<file path="src/rtl/tty_writer.sv">
// Byte-stream terminal front end driving a character buffer write port and cursor; TAB support via TTY_WRITER_TAB_EN.
// Latency: accepted byte -> buffer write one cycle later; line/screen clears take CHAR_HORZ_CNT / CHAR_HORZ_CNT*CHAR_VERT_CNT cycles.
// Backpressure: in_ready is low for the whole of any clear; printable/CR/BS sustain one byte per cycle.
module tty_writer #(
    parameter int CHAR_HORZ_CNT = 16,
    parameter int CHAR_VERT_CNT = 2,
    parameter int CHAR_HORZ_W   = $clog2(CHAR_HORZ_CNT),
    parameter int CHAR_VERT_W   = $clog2(CHAR_VERT_CNT),
    parameter int TAB_STOP      = 4
) (
    input  logic                   clk,
    input  logic                   rst,
    input  logic                   in_valid,
    input  logic [7:0]             in_data,
    output logic                   in_ready,
    output logic                   char_write_en,
    output logic [CHAR_HORZ_W-1:0] char_hpos,
    output logic [CHAR_VERT_W-1:0] char_vpos,
    output logic [7:0]             char_symbol,
    output logic                   cursor_en,
    output logic [CHAR_HORZ_W-1:0] cursor_hpos,
    output logic [CHAR_VERT_W-1:0] cursor_vpos
);

`ifdef TTY_WRITER_TAB_EN
    localparam bit TAB_EN = 1'b1;
`else
    localparam bit TAB_EN = 1'b0;
`endif

    localparam logic [CHAR_HORZ_W-1:0] HMAX  = CHAR_HORZ_W'(CHAR_HORZ_CNT - 1);
    localparam logic [CHAR_VERT_W-1:0] VMAX  = CHAR_VERT_W'(CHAR_VERT_CNT - 1);
    localparam logic [CHAR_HORZ_W-1:0] H_ONE = CHAR_HORZ_W'(1);
    localparam logic [CHAR_VERT_W-1:0] V_ONE = CHAR_VERT_W'(1);
    localparam logic [7:0]             SPACE = 8'h20;

    typedef enum logic [1:0] {
        CLR_SCREEN = 2'd0,
        CLR_LINE   = 2'd1,
        IDLE       = 2'd2
    } state_t;

    state_t                 r_state,  w_state_nxt;
    logic [CHAR_HORZ_W-1:0] r_clr_h,  w_clr_h_nxt;
    logic [CHAR_VERT_W-1:0] r_clr_v,  w_clr_v_nxt;
    logic [CHAR_HORZ_W-1:0] r_cur_h,  w_cur_h_nxt;
    logic [CHAR_VERT_W-1:0] r_cur_v,  w_cur_v_nxt;
    logic                   r_wr_en,  w_wr_en_nxt;
    logic [CHAR_HORZ_W-1:0] r_wr_h,   w_wr_h_nxt;
    logic [CHAR_VERT_W-1:0] r_wr_v,   w_wr_v_nxt;
    logic [7:0]             r_wr_sym, w_wr_sym_nxt;

    logic                   w_idle;
    logic                   w_printable;
    logic                   w_line_adv;
    logic [CHAR_VERT_W-1:0] w_next_row;
    logic [31:0]            w_tab_col;

    assign w_idle      = (r_state == IDLE);
    assign w_printable = (in_data >= 8'h20) && (in_data <= 8'h7E);
    // Rows wrap to the top; the buffer has no scroll.
    assign w_next_row  = (r_cur_v == VMAX) ? '0 : r_cur_v + V_ONE;
    assign w_tab_col   = ((32'(r_cur_h) / 32'(TAB_STOP)) + 32'd1) * 32'(TAB_STOP);

    always_comb begin
        w_state_nxt  = r_state;
        w_clr_h_nxt  = r_clr_h;
        w_clr_v_nxt  = r_clr_v;
        w_cur_h_nxt  = r_cur_h;
        w_cur_v_nxt  = r_cur_v;
        w_wr_en_nxt  = 1'b0;
        w_wr_h_nxt   = r_wr_h;
        w_wr_v_nxt   = r_wr_v;
        w_wr_sym_nxt = r_wr_sym;
        w_line_adv   = 1'b0;

        case (r_state)
            CLR_SCREEN: begin
                w_wr_en_nxt  = 1'b1;
                w_wr_h_nxt   = r_clr_h;
                w_wr_v_nxt   = r_clr_v;
                w_wr_sym_nxt = SPACE;
                if (r_clr_h == HMAX) begin
                    w_clr_h_nxt = '0;
                    if (r_clr_v == VMAX) begin
                        w_clr_v_nxt = '0;
                        w_state_nxt = IDLE;
                    end else begin
                        w_clr_v_nxt = r_clr_v + V_ONE;
                    end
                end else begin
                    w_clr_h_nxt = r_clr_h + H_ONE;
                end
            end

            CLR_LINE: begin
                w_wr_en_nxt  = 1'b1;
                w_wr_h_nxt   = r_clr_h;
                w_wr_v_nxt   = r_cur_v;
                w_wr_sym_nxt = SPACE;
                if (r_clr_h == HMAX) begin
                    w_clr_h_nxt = '0;
                    w_state_nxt = IDLE;
                end else begin
                    w_clr_h_nxt = r_clr_h + H_ONE;
                end
            end

            IDLE: begin
                if (in_valid) begin
                    if (w_printable) begin
                        w_wr_en_nxt  = 1'b1;
                        w_wr_h_nxt   = r_cur_h;
                        w_wr_v_nxt   = r_cur_v;
                        w_wr_sym_nxt = in_data;
                        if (r_cur_h == HMAX) begin
                            // Wrap: the char write goes out first, the row clear follows.
                            w_cur_h_nxt = '0;
                            w_cur_v_nxt = w_next_row;
                            w_clr_h_nxt = '0;
                            w_state_nxt = CLR_LINE;
                        end else begin
                            w_cur_h_nxt = r_cur_h + H_ONE;
                        end
                    end else begin
                        case (in_data)
                            8'h0A: w_line_adv = 1'b1;
                            8'h0D: w_cur_h_nxt = '0;
                            8'h08: begin
                                if (r_cur_h != '0) begin
                                    w_cur_h_nxt  = r_cur_h - H_ONE;
                                    w_wr_en_nxt  = 1'b1;
                                    w_wr_h_nxt   = r_cur_h - H_ONE;
                                    w_wr_v_nxt   = r_cur_v;
                                    w_wr_sym_nxt = SPACE;
                                end
                            end
                            8'h0C: begin
                                w_cur_h_nxt = '0;
                                w_cur_v_nxt = '0;
                                w_clr_h_nxt = '0;
                                w_clr_v_nxt = '0;
                                w_state_nxt = CLR_SCREEN;
                            end
                            8'h09: begin
                                if (TAB_EN) begin
                                    if (w_tab_col >= 32'(CHAR_HORZ_CNT)) begin
                                        w_line_adv = 1'b1;
                                    end else begin
                                        w_cur_h_nxt = CHAR_HORZ_W'(w_tab_col);
                                    end
                                end
                            end
                            default: ;
                        endcase
                    end
                end

                // Line advance has no char write, so column 0 is cleared in the accept cycle.
                if (w_line_adv) begin
                    w_cur_h_nxt  = '0;
                    w_cur_v_nxt  = w_next_row;
                    w_wr_en_nxt  = 1'b1;
                    w_wr_h_nxt   = '0;
                    w_wr_v_nxt   = w_next_row;
                    w_wr_sym_nxt = SPACE;
                    w_clr_h_nxt  = H_ONE;
                    w_state_nxt  = CLR_LINE;
                end
            end

            default: begin
                w_state_nxt = CLR_SCREEN;
                w_clr_h_nxt = '0;
                w_clr_v_nxt = '0;
            end
        endcase
    end

    always_ff @(posedge clk or negedge rst) begin
        if (!rst) begin
            r_state  <= CLR_SCREEN;
            r_clr_h  <= '0;
            r_clr_v  <= '0;
            r_cur_h  <= '0;
            r_cur_v  <= '0;
            r_wr_en  <= 1'b0;
            r_wr_h   <= '0;
            r_wr_v   <= '0;
            r_wr_sym <= SPACE;
        end else begin
            r_state  <= w_state_nxt;
            r_clr_h  <= w_clr_h_nxt;
            r_clr_v  <= w_clr_v_nxt;
            r_cur_h  <= w_cur_h_nxt;
            r_cur_v  <= w_cur_v_nxt;
            r_wr_en  <= w_wr_en_nxt;
            r_wr_h   <= w_wr_h_nxt;
            r_wr_v   <= w_wr_v_nxt;
            r_wr_sym <= w_wr_sym_nxt;
        end
    end

    assign in_ready      = w_idle;
    assign cursor_en     = w_idle;
    assign cursor_hpos   = r_cur_h;
    assign cursor_vpos   = r_cur_v;
    assign char_write_en = r_wr_en;
    assign char_hpos     = r_wr_h;
    assign char_vpos     = r_wr_v;
    assign char_symbol   = r_wr_sym;

endmodule

</file>
<file path="config.mk">
export PLATFORM = sky130hd
export DESIGN_NAME = tty_writer
export DESIGN_NICKNAME = d
export VERILOG_FILES = /design/src/rtl/tty_writer.sv
export SDC_FILE = /design/constraint.sdc
export NUM_CORES = 1
export LEC_CHECK = 0
export BUFFER_PORTS_ARGS = -buffer_cell sky130_fd_sc_hd__buf_2
export CAP_MARGIN = 10
export CORE_ASPECT_RATIO = 0.75
export CORE_MARGIN = 2
export CORE_UTILIZATION = 55
export DETAILED_ROUTE_END_ITERATION = 10
export PLACE_DENSITY = 0.91
export SLEW_MARGIN = 15
export SYNTH_ARGS = -nofsm -noshare
export SYNTH_HDL_FRONTEND = slang
export SYNTH_SLANG_ARGS = --single-unit
export TNS_END_PERCENT = 50
</file>
<file path="constraint.sdc">
create_clock -name clk -period 2.7 [get_ports clk]
set_clock_uncertainty 0.1 [all_clocks]
set_input_delay 0.135 -clock clk [delete_from_list [all_inputs] [get_ports clk]]
set_output_delay 0.135 -clock clk [all_outputs]
set_load 0.01 [all_outputs]
</file>
==> implementation parameters <==
Parameter                              Value

Clock network
  Number of sinks handled by clock tree synthesis ... 26
  TritonCTS clock tree ... built
  Buffer cell driving the clock tree root ... clkbuf_8
  Count of cells resized by post-cts repair ... 0
  Number of buffers created by CTS ... 3
  Clock-pin transition on the worst setup and hold timing paths ... 90 ps
  Number of buffers on the longest clock path ... 2
  Number of H-tree levels ... 1
  Clock Latency Late Sink ... 280 ps

Synth
  Most frequent cell after synthesis ... dfrtp_1
  Top_reg_cell synth ... dfrtp_1
  Synth warnings ... 0
  Syn Std Cell Area ... 1760 um^2
  Part of the Yosys area used for sequential elements ... 37.1%
  Mapped Nets ... 191
  Dominant cell type by area after synthesis ... dfrtp_1
  Leading post-synthesis cells by instance count ... 25 x dfrtp_1, 13 x nand2_1, 10 x inv_1
  Synthesized instance count ... 172
  Flop and latch count out of synthesis ... 26
  Number of synthesized flops with an enable pin ... 0
  Area share of the largest cell type after synthesis ... 35.6%
  Synthesized area per cell ... 10.2 um^2
  Async S/R FF share, synth ... 100%
  Cell types with the largest area share after synthesis ... dfrtp_1 36%, mux2_4 7.7%, ha_1 5.7%, mux2_2 3.8%, nand2_1 2.8%
  Number of distinct standard cells referenced by the synthesized netlist ... 53

Setup path
  Capture point of the worst reg-to-reg path ... cursor_hpos[0]
  Type of destination of the critical path ... flop
  Worst-path cell with the longest stage delay ... o41ai_1
  Required @ worst endpoint ... 2780 ps
  Internal reg-to-reg setup slack ... 330 ps
  R2r startpoint ... cursor_hpos[0]
  Worst-path fanout max ... 7
  Cells traversed along the worst timing path ... inv_1 > ha_1 > a2111oi_4 > o41ai_1 > buf_4 > a211oi_1 > a21o_1
  Critical path type ... flop to flop
  FF-to-FF path depth ... 7
  Max incr delay on CP ... 780 ps
  Arrival time worst endpoint ... 2450 ps
  CP startpoint kind ... flop

GRT
  Number of antenna violations at the first check in global routing ... 0
  Combined global-route utilization of all metal layers ... 23.4%
  Overflow left after global routing ... 0
  First-pass GRT wire length ... 6560 um
  Vias in the first global route ... 1,366
  Maximum number of pins on one net before global-route repair ... 27

Floorplanning
  Core Rows ... 17
  Height of the chip ... 53.0 um
  Count of pins on the block boundary ... 32
  Die Span X ... 69.3 um
  Area enclosed by the die boundary ... 3670 um^2
  Core area ... 3000 um^2
  Initial cell density of the core ... 58.7%

Final layout
  Cell Count, Final, Fillers Out ... 246
  Number of antenna diodes ... 0
  Fin area ... 2040 um^2
  Area growth from synthesis to final layout ... 15.9%
  Layout cell share with drive strength beyond 1 ... 33.7%
  Post-layout net count ... 228

Routing
  Vias post-DR ... 1,502
  DRT Wirelength ... 3980 um
  First-iteration detailed-routing DRC count ... 101
  Pre-Repair DR Iteration Count ... 6
  DR vias/cell ... 6.11
  Routed length per placed instance ... 16.2 um
  Residual DRC count ... 0
  Number of nets still failing antenna checks after routing ... 0

Run
  MaxCap Viol Count ... 0

Worst hold path
  End point of the most critical hold path ... char_symbol[5]
  Worst Hold Depth ... 3
  Source of the worst hold timing path ... in_data[5]
  Worst Hold Class ... input port to flop

Timing
  Final Critical Period ... 2370 ps
  Post-route setup slack ... 330 ps
  Peak Freq ... 0.422 GHz
  Part of the cycle the worst path needs ... 87.8%
  Headroom to the max-slew limit ... 41.4%
  Worst-Margin Slew ... 868 ps
  Post-Route Setup TNS ... 0 ps
  Total count of max-transition violations in the final report ... 0
  Final hold violation count ... 0
  RSZ-0062 raised after global routing ... no
  Final number of setup-violating endpoints ... 0

Pwr
  Leakage power of the design ... 0.000965 uW
  Max VDD drop ... 0.000696 V
  Power density normalized to cell area ... 1060 nW/um^2

Placed design
  Total half-perimeter wirelength after legalization and detailed placement ... 3050 um
  Cell Area, Placed ... 1960 um^2
  Final weighted congestion of routability-driven global placement ... 0.916
  I/O Buffers ... 31
  Worst slack at placement ... 232 ps
  Post-Place Cells ... 241

Outcome
  Outcome ... completed
flip-flops by register name, indices dropped and copies added (netlist names):
signal	cells
r_state	2
cursor_hpos	4
char_hpos	4
char_write_en	1
r_clr_h	4
cursor_vpos	1
r_clr_v	1
char_vpos	1
char_symbol	8
cells in the final DEF, fill, tap and decap left out, types with 4 or more instances in the layout:
master | synthesis | final
a21oi_1 | 4 | 4
and3_1 | 6 | 6
buf_2 | 0 | 31
buf_4 | 1 | 8
dfrtp_1 | 25 | 25
ha_1 | 8 | 8
inv_1 | 10 | 10
mux2_2 | 6 | 6
mux2_4 | 9 | 9
nand2_1 | 13 | 13
nand3_1 | 9 | 9
nor2_1 | 8 | 8
nor3_1 | 4 | 4
o21ai_0 | 9 | 9
or3_1 | 5 | 5
layer usage:
metal	vias up	global-route usage (%)	wire (um)	part of all wire, %
li1	718	-	-	-
met1	712	31.6	1830	46
met2	68	37.3	1750	44
met3	4	6.29	375	9.4
met4	0	6.21	25	0.63
met5	-	0	0	0
cell type report:
type	count	area (um^2)
clock buffer	3	41.3
clock inverter	1	30.0
fill	227	961
inverter	10	37.5
multi-input combinational	128	1000
sequential	26	652
tap	38	47.5
timing repair buffer	40	225
worst max-delay path: cells and delay by family, from the launching register on:
kind / cells / cell delay, ps
AOI/OAI and AO/OA: 4 / 1070
DFF: 1 / 460
buffers and inverters: 2 / 420
adders and majority gates: 1 / 210
repair_timing:
item	4_1_cts	5_1_grt
setup endpoints to repair	0	0
setup buffers	0	0
endpoints found under the hold margin	25	0
hold buffers	1	0
kinds of logic (layout without fill, tap and decap cells):
| group | count (synthesis) | in the layout | share of synthesized area (%) |
|---|---|---|---|
| AND/OR/NAND/NOR | 60 | 60 | 18.3 |
| AO/OA/AOI/OAI | 42 | 42 | 20.1 |
| flip-flops | 26 | 26 | 37.1 |
| buffers and inverters | 18 | 54 | 5.83 |
| multiplexers | 15 | 15 | 11.5 |
| adder cells (fa/ha/maj) | 8 | 8 | 5.69 |
| XOR/XNOR | 3 | 3 | 1.49 |
how the worst max path moves through the flow:
stage / start / endpoint / slack, ps / cells past startpoint
2_1_floorplan: in_data[4] / char_hpos[0] / 490 / 7
3_3_place_gp: in_data[4] / char_symbol[1] / 310 / 6
3_5_place_dp: in_data[4] / char_symbol[0] / 230 / 6
4_1_cts: cursor_hpos[0] / cursor_hpos[0] / 380 / 7
5_1_grt: cursor_hpos[0] / cursor_hpos[0] / 210 / 7
6_report: cursor_hpos[0] / cursor_hpos[0] / 330 / 7
through the flow:
| step | hold slack, ps | power [uW] | util, % |
|---|---|---|---|
| after floorplan | -261 | 1550 | - |
| after global placement | 67.1 | 1800 | 65.2 |
| after detailed placement | 70.2 | 1840 | 65.2 |
| after CTS | 171 | 2160 | 68.0 |
| after global routing | 175 | 2310 | 68.0 |
| final | 170 | 2160 | 68.0 |
power by group:
group / switching (uW) / internal [uW] / total [uW]
registers: 144 / 530 / 675
clock network: 128 / 199 / 326
logic: 606 / 552 / 1160
total: 878 / 1280 / 2160
(Power assumes the default switching activity.)
